File: config.mk
export PLATFORM = sky130hd
export DESIGN_NAME = ins_dispatch
export DESIGN_NICKNAME = d
export VERILOG_FILES = /design/src/rtl/ins_dispatch.sv
export SDC_FILE = /design/constraint.sdc
export NUM_CORES = 1
export LEC_CHECK = 0
export CORE_MARGIN = 10
export CORE_UTILIZATION = 55
export CTS_CLUSTER_DIAMETER = 60
export DETAILED_ROUTE_END_ITERATION = 8
export PLACE_DENSITY = 0.73
export SKIP_CTS_REPAIR_TIMING = 1
export SLEW_MARGIN = 30
export SYNTH_ARGS = -nofsm -noshare
export SYNTH_HDL_FRONTEND = slang
export SYNTH_SLANG_ARGS = --single-unit
File: constraint.sdc
create_clock -name core_clk -period 14.05 [get_ports core_clk]
set_clock_uncertainty 0.2 [all_clocks]
set_input_delay 2.81 -clock core_clk [delete_from_list [all_inputs] [get_ports core_clk]]
set_output_delay 2.81 -clock core_clk [all_outputs]
set_load 0.05 [all_outputs]
File: src/rtl/ins_dispatch.sv
`default_nettype none
// ============================================================================
// Module   : ins_dispatch
// Purpose  : Instruction dispatcher placed in front of fpga_top. Host
//            instructions are buffered in a FIFO. Nothing issues until both
//            DDR4 controllers report calibration complete. SYNC barrier
//            instructions are consumed here and never forwarded. A SYNC
//            stalls issue until the core has been idle for IDLE_GUARD
//            consecutive cycles.
// Ports    : core_clk, sys_rst_n        - clock, synchronous active-low reset
//            c0/c1_init_calib_complete  - DDR calibration status
//            host_valid/host_ready/host_ins - host instruction push interface
//            ins_valid/ins_ready/ins    - AXI-stream style output to fpga_top
//            working                    - fpga_top busy indication
//            fifo_cnt, issued_cnt, sync_busy - status outputs
// Revision : 1.0 - initial release
// ============================================================================
module ins_dispatch #(
    parameter int          DEPTH      = 16,
    parameter int          ADDR_W     = $clog2(DEPTH),
    parameter int          IDLE_GUARD = 4,
    parameter logic [3:0]  SYNC_OP    = 4'hF
) (
    input  logic              core_clk,
    input  logic              sys_rst_n,
    input  logic              c0_init_calib_complete,
    input  logic              c1_init_calib_complete,
    input  logic              host_valid,
    output logic              host_ready,
    input  logic [63:0]       host_ins,
    output logic              ins_valid,
    input  logic              ins_ready,
    output logic [63:0]       ins,
    input  logic              working,
    output logic [ADDR_W:0]   fifo_cnt,
    output logic [31:0]       issued_cnt,
    output logic              sync_busy
);

    localparam int              c_IDLE_W    = $clog2(IDLE_GUARD + 1);
    localparam logic [ADDR_W:0] c_DEPTH_CNT = (ADDR_W + 1)'(DEPTH);
    localparam logic [c_IDLE_W-1:0] c_IDLE_MAX = c_IDLE_W'(IDLE_GUARD);

    typedef enum logic [1:0] {
        ST_WAIT_CALIB = 2'd0,
        ST_RUN        = 2'd1,
        ST_SYNC_WAIT  = 2'd2
    } state_t;

    state_t                r_state;
    state_t                w_state_nxt;
    logic [c_IDLE_W-1:0]   r_idle;
    logic [c_IDLE_W-1:0]   w_idle_nxt;

    logic [63:0]           r_mem [DEPTH];
    logic [ADDR_W-1:0]     r_wr_ptr;
    logic [ADDR_W-1:0]     r_rd_ptr;

    logic                  w_push;
    logic                  w_pop;
    logic                  w_load;
    logic                  w_sync_pop;
    logic                  w_empty;
    logic                  w_out_free;
    logic [63:0]           w_head;
    logic                  w_head_sync;

    // ------------------------------------------------------------------
    // FIFO status and handshake qualifiers
    // ------------------------------------------------------------------
    assign host_ready  = (fifo_cnt < c_DEPTH_CNT);
    assign w_push      = host_valid && host_ready;
    assign w_empty     = (fifo_cnt == '0);
    assign w_head      = r_mem[r_rd_ptr];
    assign w_head_sync = (w_head[63:60] == SYNC_OP);
    // The output register may take a new word when it is empty or its
    // current word leaves on this same edge.
    assign w_out_free  = !ins_valid || ins_ready;
    assign w_pop       = w_load || w_sync_pop;
    assign sync_busy   = (r_state == ST_SYNC_WAIT);

    // ------------------------------------------------------------------
    // FSM next-state, pop decisions and idle counter
    // ------------------------------------------------------------------
    always_comb begin
        w_state_nxt = r_state;
        w_idle_nxt  = r_idle;
        w_load      = 1'b0;
        w_sync_pop  = 1'b0;
        case (r_state)
            ST_WAIT_CALIB: begin
                if (c0_init_calib_complete && c1_init_calib_complete) begin
                    w_state_nxt = ST_RUN;
                end
            end
            ST_RUN: begin
                if (!w_empty) begin
                    if (w_head_sync) begin
                        // The SYNC is dropped from the FIFO without touching
                        // the output register, so a pending word may still
                        // complete its handshake on this edge.
                        w_sync_pop  = 1'b1;
                        w_state_nxt = ST_SYNC_WAIT;
                        w_idle_nxt  = '0;
                    end else if (w_out_free) begin
                        w_load = 1'b1;
                    end
                end
            end
            ST_SYNC_WAIT: begin
                if (r_idle == c_IDLE_MAX) begin
                    w_state_nxt = ST_RUN;
                end else if (!ins_valid && !working) begin
                    w_idle_nxt = r_idle + c_IDLE_W'(1);
                end else begin
                    w_idle_nxt = '0;
                end
            end
            default: begin
                w_state_nxt = ST_WAIT_CALIB;
            end
        endcase
    end

    always_ff @(posedge core_clk) begin
        if (!sys_rst_n) begin
            r_state <= ST_WAIT_CALIB;
            r_idle  <= '0;
        end else begin
            r_state <= w_state_nxt;
            r_idle  <= w_idle_nxt;
        end
    end

    // ------------------------------------------------------------------
    // FIFO storage (contents are not reset; pointers define validity)
    // ------------------------------------------------------------------
    always_ff @(posedge core_clk) begin
        if (sys_rst_n && w_push) begin
            r_mem[r_wr_ptr] <= host_ins;
        end
    end

    always_ff @(posedge core_clk) begin
        if (!sys_rst_n) begin
            r_wr_ptr <= '0;
            r_rd_ptr <= '0;
            fifo_cnt <= '0;
        end else begin
            if (w_push) begin
                r_wr_ptr <= r_wr_ptr + ADDR_W'(1);
            end
            if (w_pop) begin
                r_rd_ptr <= r_rd_ptr + ADDR_W'(1);
            end
            case ({w_push, w_pop})
                2'b10:   fifo_cnt <= fifo_cnt + (ADDR_W + 1)'(1);
                2'b01:   fifo_cnt <= fifo_cnt - (ADDR_W + 1)'(1);
                default: fifo_cnt <= fifo_cnt;
            endcase
        end
    end

    // ------------------------------------------------------------------
    // Output register and issue counter
    // ------------------------------------------------------------------
    always_ff @(posedge core_clk) begin
        if (!sys_rst_n) begin
            ins_valid  <= 1'b0;
            ins        <= '0;
            issued_cnt <= '0;
        end else begin
            if (w_load) begin
                ins_valid <= 1'b1;
                ins       <= w_head;
            end else if (ins_ready) begin
                ins_valid <= 1'b0;
            end
            if (ins_valid && ins_ready) begin
                issued_cnt <= issued_cnt + 32'd1;
            end
        end
    end

endmodule
`default_nettype wire

==> metrics.txt <==
P&R area growth vs syn 15.6%; latest clock arrival within the worst-skew pair around 0.67 ns; gr usage total 20.8%; Via density just over 6; worst reg2reg setup slack 8.29 ns; Yosys reg bits about 1,100; Worst setup EP type register; TritonCTS buffer count between 100 and 150; core area about 0.079 mm²; Slew @ Worst Pin 0.969 ns; Syn Inst Count 2,020; syn_nets between 2,000 and 2,500; H-tree depth 3; final WL 93,500 µm; largest net degree at the start of global routing 84; Worst Min Path Start ins[57]$_SDFFE_PN0P_; Die Ht roughly 300 µm; Initial Util between 50% and 60%; vias in the first global route about 22,000; CP arrival 6.07 ns; delay-heaviest family, CP simple AND/OR/NAND/NOR gates; layout cell share with drive strength beyond 1 a little under a quarter; hold crit path type register to register; crit path kind input port to register; CTS clk-pin slew, worst paths ~0.060 ns; Leak Pwr about 16 nW; Max Cap Violations 0; Max-slew headroom between 30% and 40%; DRT Pass-1 Iters 5; die area between 0.09 and 0.1 mm²; Post-synth EDFFs roughly 1,000; maximum fanout along the worst path 44; fin nets 2,331; RSZ-0062 raised after global routing no; Filler Cell Count just over 5,000; nature of the critical path startpoint input port; Starting DRT DRC Count 1,889; Worst R2R End fifo_cnt[4]$_SDFFE_PN0P_; final setup vio count 0; top_reg_cell synth edfxtp_1; Final GP Congestion 0.787; ANT nets after route 0; sequential area share after synthesis about three quarters; Worst Path Buf+Inv 2; DIE WIDTH around 300 µm; largest buffer count on any clock path 3; Pwr Density ~140 mW/mm²; Synth cell types between 40 and 50; Power, Total 0.00721 W; port bufs roughly 170; ys async rst share 0%; Max Slew Vio Count 0; crit-path max cell delay 0.81 ns; setup tns final 0 ns; Root Driver clkbuf_16; CTS Sinks 1,143; CTS tree done; Max Clock Freq approximately 170 MHz; final critical-path share of the clock period between 40% and 50%; DP Wirelength around 50,000 µm; fin crit period between 5 and 6 ns; Peak VDD IR 0.116 mV; Min-Delay Endpoint ins[57]$_SDFFE_PN0P_; number of remaining DRC errors 0; non-filler instance count after layout 3,396; vias ~21,000; status finished, final reports clean; FP Rows ~100; Worst Path Required 14.14 ns; crit-path cells clkdlybuf4s50_1, nor2b_1, nand2_1, nor2_4, buf_4; Inst Count DP 3,180; syn_area_per_cell roughly 22 µm²; Cell Area, Synth about 0.043 mm²; first-pass GRT wire length 141,000 µm; Hold Path Stages 2; Fin. Hold Viols 0; Antenna diodes 0; CP max stage cell buf_4; R2R depth 15; GR Overflow Total 0; I/O pin count 175; initial antenna violation count 4; drt wl/cell between 20 and 30 µm; Yosys warning total 0
-- cells in the mapped netlist (13+ instances only) --
master	number	share of area (%)
nand3_1	25	0.29
dfxtp_1	119	5.5
inv_1	13	0.11
nor2_1	64	0.55
clkbuf_1	49	0.42
nand2_1	146	1.3
mux4_2	316	16
xnor2_1	17	0.34
buf_1	14	0.12
xor2_1	17	0.34
a21oi_1	22	0.25
buf_2	29	0.33
mux2i_1	60	1.4
edfxtp_1	1024	71
-- registers in the layout (all words and copies together), names as in the netlist, named ones only --
register,flops
r_mem,1024
fifo_cnt,5
r_rd_ptr,4
r_idle,3
issued_cnt,32
r_state,2
ins,64
r_wr_ptr,4
ins_valid,1
-- metrics by stage --
stage	area [µm²]	util (%)	hold WS, ns	worst slack (ns)
floorplan	43500	-	0.250	7.19
global placement	46400	59.1	0.244	7.39
detailed placement	46500	59.2	0.253	7.30
CTS	50300	63.9	0.263	8.06
global route	50300	63.9	0.273	7.75
finish	50300	63.9	0.258	8.07
-- worst reg2reg max path, stage by stage, from the launching register on --
cell and delay, ns:
dfxtp_4 0.92, buf_4 0.76, buf_6 0.71, mux4_2 0.63, a22oi_1 0.23, nand3_2 0.23, a41oi_4 0.32, nor2_1 0.10
ha_1 0.24, ha_1 0.32, nor2b_1 0.15, o21ai_0 0.25, a21oi_1 0.13, nor3_1 0.23, xnor2_1 0.15, nor2_1 0.05
-- worst max-delay path by stage --
stage | from | to | slack (ns) | cells past startpoint
floorplan | sys_rst_n | r_mem[0][0]$_DFFE_PP_ | 7.19 | 4
global placement | host_valid | r_mem[15][22]$_DFFE_PP_ | 7.39 | 5
detailed placement | host_valid | r_mem[13][45]$_DFFE_PP_ | 7.30 | 5
CTS | host_valid | r_mem[12][43]$_DFFE_PP_ | 8.06 | 5
global route | register | fifo_cnt[4]$_SDFFE_PN0P_ | 7.75 | 15
finish | host_valid | r_mem[12][56]$_DFFE_PP_ | 8.07 | 5
-- where the power goes --
part | switching [W] | total, W | internal, W
combinational | 0.000257 | 0.000457 | 0.000200
sequential | 0.0000261 | 0.00377 | 0.00374
clock | 0.00126 | 0.00298 | 0.00172
-- layer usage --
layer	routed length [µm]	vias to the layer above	GRT usage (%)
met1	37100	10986	27.9
met4	1730	8	5.36
li1	-	8766	-
met5	43	-	0
met3	6630	127	4.06
met2	48100	814	34.8
-- logic make-up after synthesis --
logic type	after synthesis	synth area share [%]
flops	1143	76.2
mux	376	17.7
simple gates	293	3.05
buf+inv	114	1.24
compound gates	47	0.676
xor+xnor	34	0.685
fa+ha+maj	13	0.391
-- cell type report --
type | instances | area, µm² | area share [%]
well taps | 1050 | 1310 | 2.61
multi-input cells | 763 | 9930 | 19.7
flip-flops and latches | 1143 | 33100 | 65.9
inverters | 13 | 48.8 | 0.0971
clock buffers | 143 | 3040 | 6.04
repair buffers | 212 | 2120 | 4.22
clock inverters | 72 | 677 | 1.35
-- layout by cell type, fill, tap and decap left out, drive strengths merged, types with 39 or more instances in the layout --
master | netlist | final
clkbuf | 49 | 143
dfxtp | 119 | 119
buf | 52 | 39
clkinv | 0 | 49
mux2i | 60 | 60
edfxtp | 1024 | 1024
clkdlybuf4s50 | 0 | 173
mux4 | 316 | 316
nor2 | 64 | 64
nand2 | 147 | 147
(Power assumes the default switching activity.)
==> RTL change (config.mk and constraints unchanged) <==
Set the parameter `DEPTH` to 8 (it was 16).
--- a/src/rtl/ins_dispatch.sv
+++ b/src/rtl/ins_dispatch.sv
@@ -16,7 +16,7 @@
 // Revision : 1.0 - initial release
 // ============================================================================
 module ins_dispatch #(
-    parameter int          DEPTH      = 16,
+    parameter int          DEPTH      = 8,
     parameter int          ADDR_W     = $clog2(DEPTH),
     parameter int          IDLE_GUARD = 4,
     parameter logic [3:0]  SYNC_OP    = 4'hF
Interface: changed (resized fifo_cnt); port bits go from 175 to 174. The function was not compared with the original's and may differ.
==> RTL change against the original RTL <==
  * Sequential cell count fell by 516
  * Worst hold slack improved by 0.042 ns
  * Synthesized cell count fell by 39%
  * Worst setup slack improved by 0.61 ns
  * Final area fell by 44%
  * Area after synthesis fell by 45%
  * Total power fell by 45%
  * Global-route usage fell by 3.1 points
  * First-iteration DRC count fell by 55%
  * Wire length fell by 50%
  * Cell count fell by 39%
  * Critical path type unchanged
  * Critical endpoint is now r_mem[6][44]
  * Largest power group unchanged
==> RTL change: results (changes against the original RTL) <==
[power_and_ir_drop]
ir_drop_mv=0.09956  ; was 0.1155 mV
p_leak_nw=8.639  ; was 15.74 nW
switchingPower_mw=0.9001  ; was 1.545 mW

[routing]
vias=11910  ; was 20700
wl_per_cell_um=22.47  ; was 27.54 um

[placed_design]
dp_cells=1951  ; was 3180
dpl_cell_area_um2=26350  ; was 46540 um2
portBuffers=173  ; was 174
dpl.hpwl_mm=26.97  ; was 50.46 mm
place_ws_ns=7.753  ; was 7.304 ns

[yosys]
synth_edf_count=512  ; was 1024
synthTopCellsByArea=edfxtp_1 64%, mux4_2 12%, dfxtp_1 9.6%  ; was edfxtp_1 71%, mux4_2 16%, dfxtp_1 5.5%
synth_nets=1317  ; was 2104
ys_types=42  ; was 43
synth_common_cells=512 x edfxtp_1, 128 x mux4_2, 115 x dfxtp_1  ; was 1024 x edfxtp_1, 316 x mux4_2, 146 x nand2_1
syn_inst=1237  ; was 2020

[cells_and_area]
fin_nets=1509  ; was 2331
reg_top3=r_mem (512), ins (64), issued_cnt (32)  ; was r_mem (1024), ins (64), issued_cnt (32)
final_cells=2068  ; was 3396

[cts]
cts-htree-levels=2  ; was 3
clk_latency_ns=0.61  ; was 0.67 ns

[critical_path]
crit_path_max_fanout=37  ; was 44
arrival_ns=5.40  ; was 6.07 ns

[run_status]
outcome=finished, final reports clean  ; unchanged

[global_routing]
grt_pass1_wl_mm=72.31  ; was 141.2 mm
grt_max_degree=96  ; was 84

[sta]
slew_headroom_pct=40.38  ; was 35.38%

[RTL change: worst max-delay path: stages]
cell             delay (ns)
clkdlybuf4s50_1        0.48
nor2b_1                0.37
nand3_1                0.40
nor2_4                 0.64
buf_4                  0.65
[RTL change: final timing paths]
kind                            slack (ns)  cells after the start      endpoint  startpoint
worst max-delay path                  8.68                      5  r_mem[6][44]  host_valid
worst min-delay path                  0.30                      2        ins[3]      ins[3]
worst max register to register        9.48                     12   fifo_cnt[3]        flop
worst min register to register        0.30                      2        ins[3]      ins[3]
[RTL change: power by group through the flow]
stage                     registers [mW]  logic (mW)  clock network, mW
final                               2.08       0.347               1.56
after global routing                2.09       0.371               1.67
after CTS                           2.08       0.352               1.60
after detailed placement            2.12       0.351                  0
after global placement              2.12       0.343                  0
after floorplan                     2.18       0.169                  0
[RTL change: layout make-up]
class,count,area [um2]
Sequential cell,627,17690
Fill cell,2835,14670
Multi-Input combinational cell,533,5911
Timing Repair Buffer,195,1999
Clock buffer,79,1644
Tap cell,585,732.0
Clock inverter,35,289.0
Inverter,12,47.55
Antenna cell,2,5.005
[RTL change: routing by layer]
layer  global-route usage (%)  part of all wire [%]  wire [um]  vias to the layer above
met2                    29.12                    50      23100                      305
met5                        0                 0.022         10                        -
met3                    3.475                   5.5       2551                       65
met1                    23.41                    43      19830                     6189
met4                    5.416                   2.1        984                        2
li1                         -                     -          -                     5352
[RTL change: logic make-up after synthesis]
kind of cell             after synthesis  share of synthesized area (%)
XOR/XNOR                              33                          1.210
flip-flops                           627                          74.00
multiplexers                         196                          14.94
buffers and inverters                 77                          1.535
AO/OA/AOI/OAI                         97                          4.054
adder cells (fa/ha/maj)                9                         0.5028
AND/OR/NAND/NOR                      198                          3.761
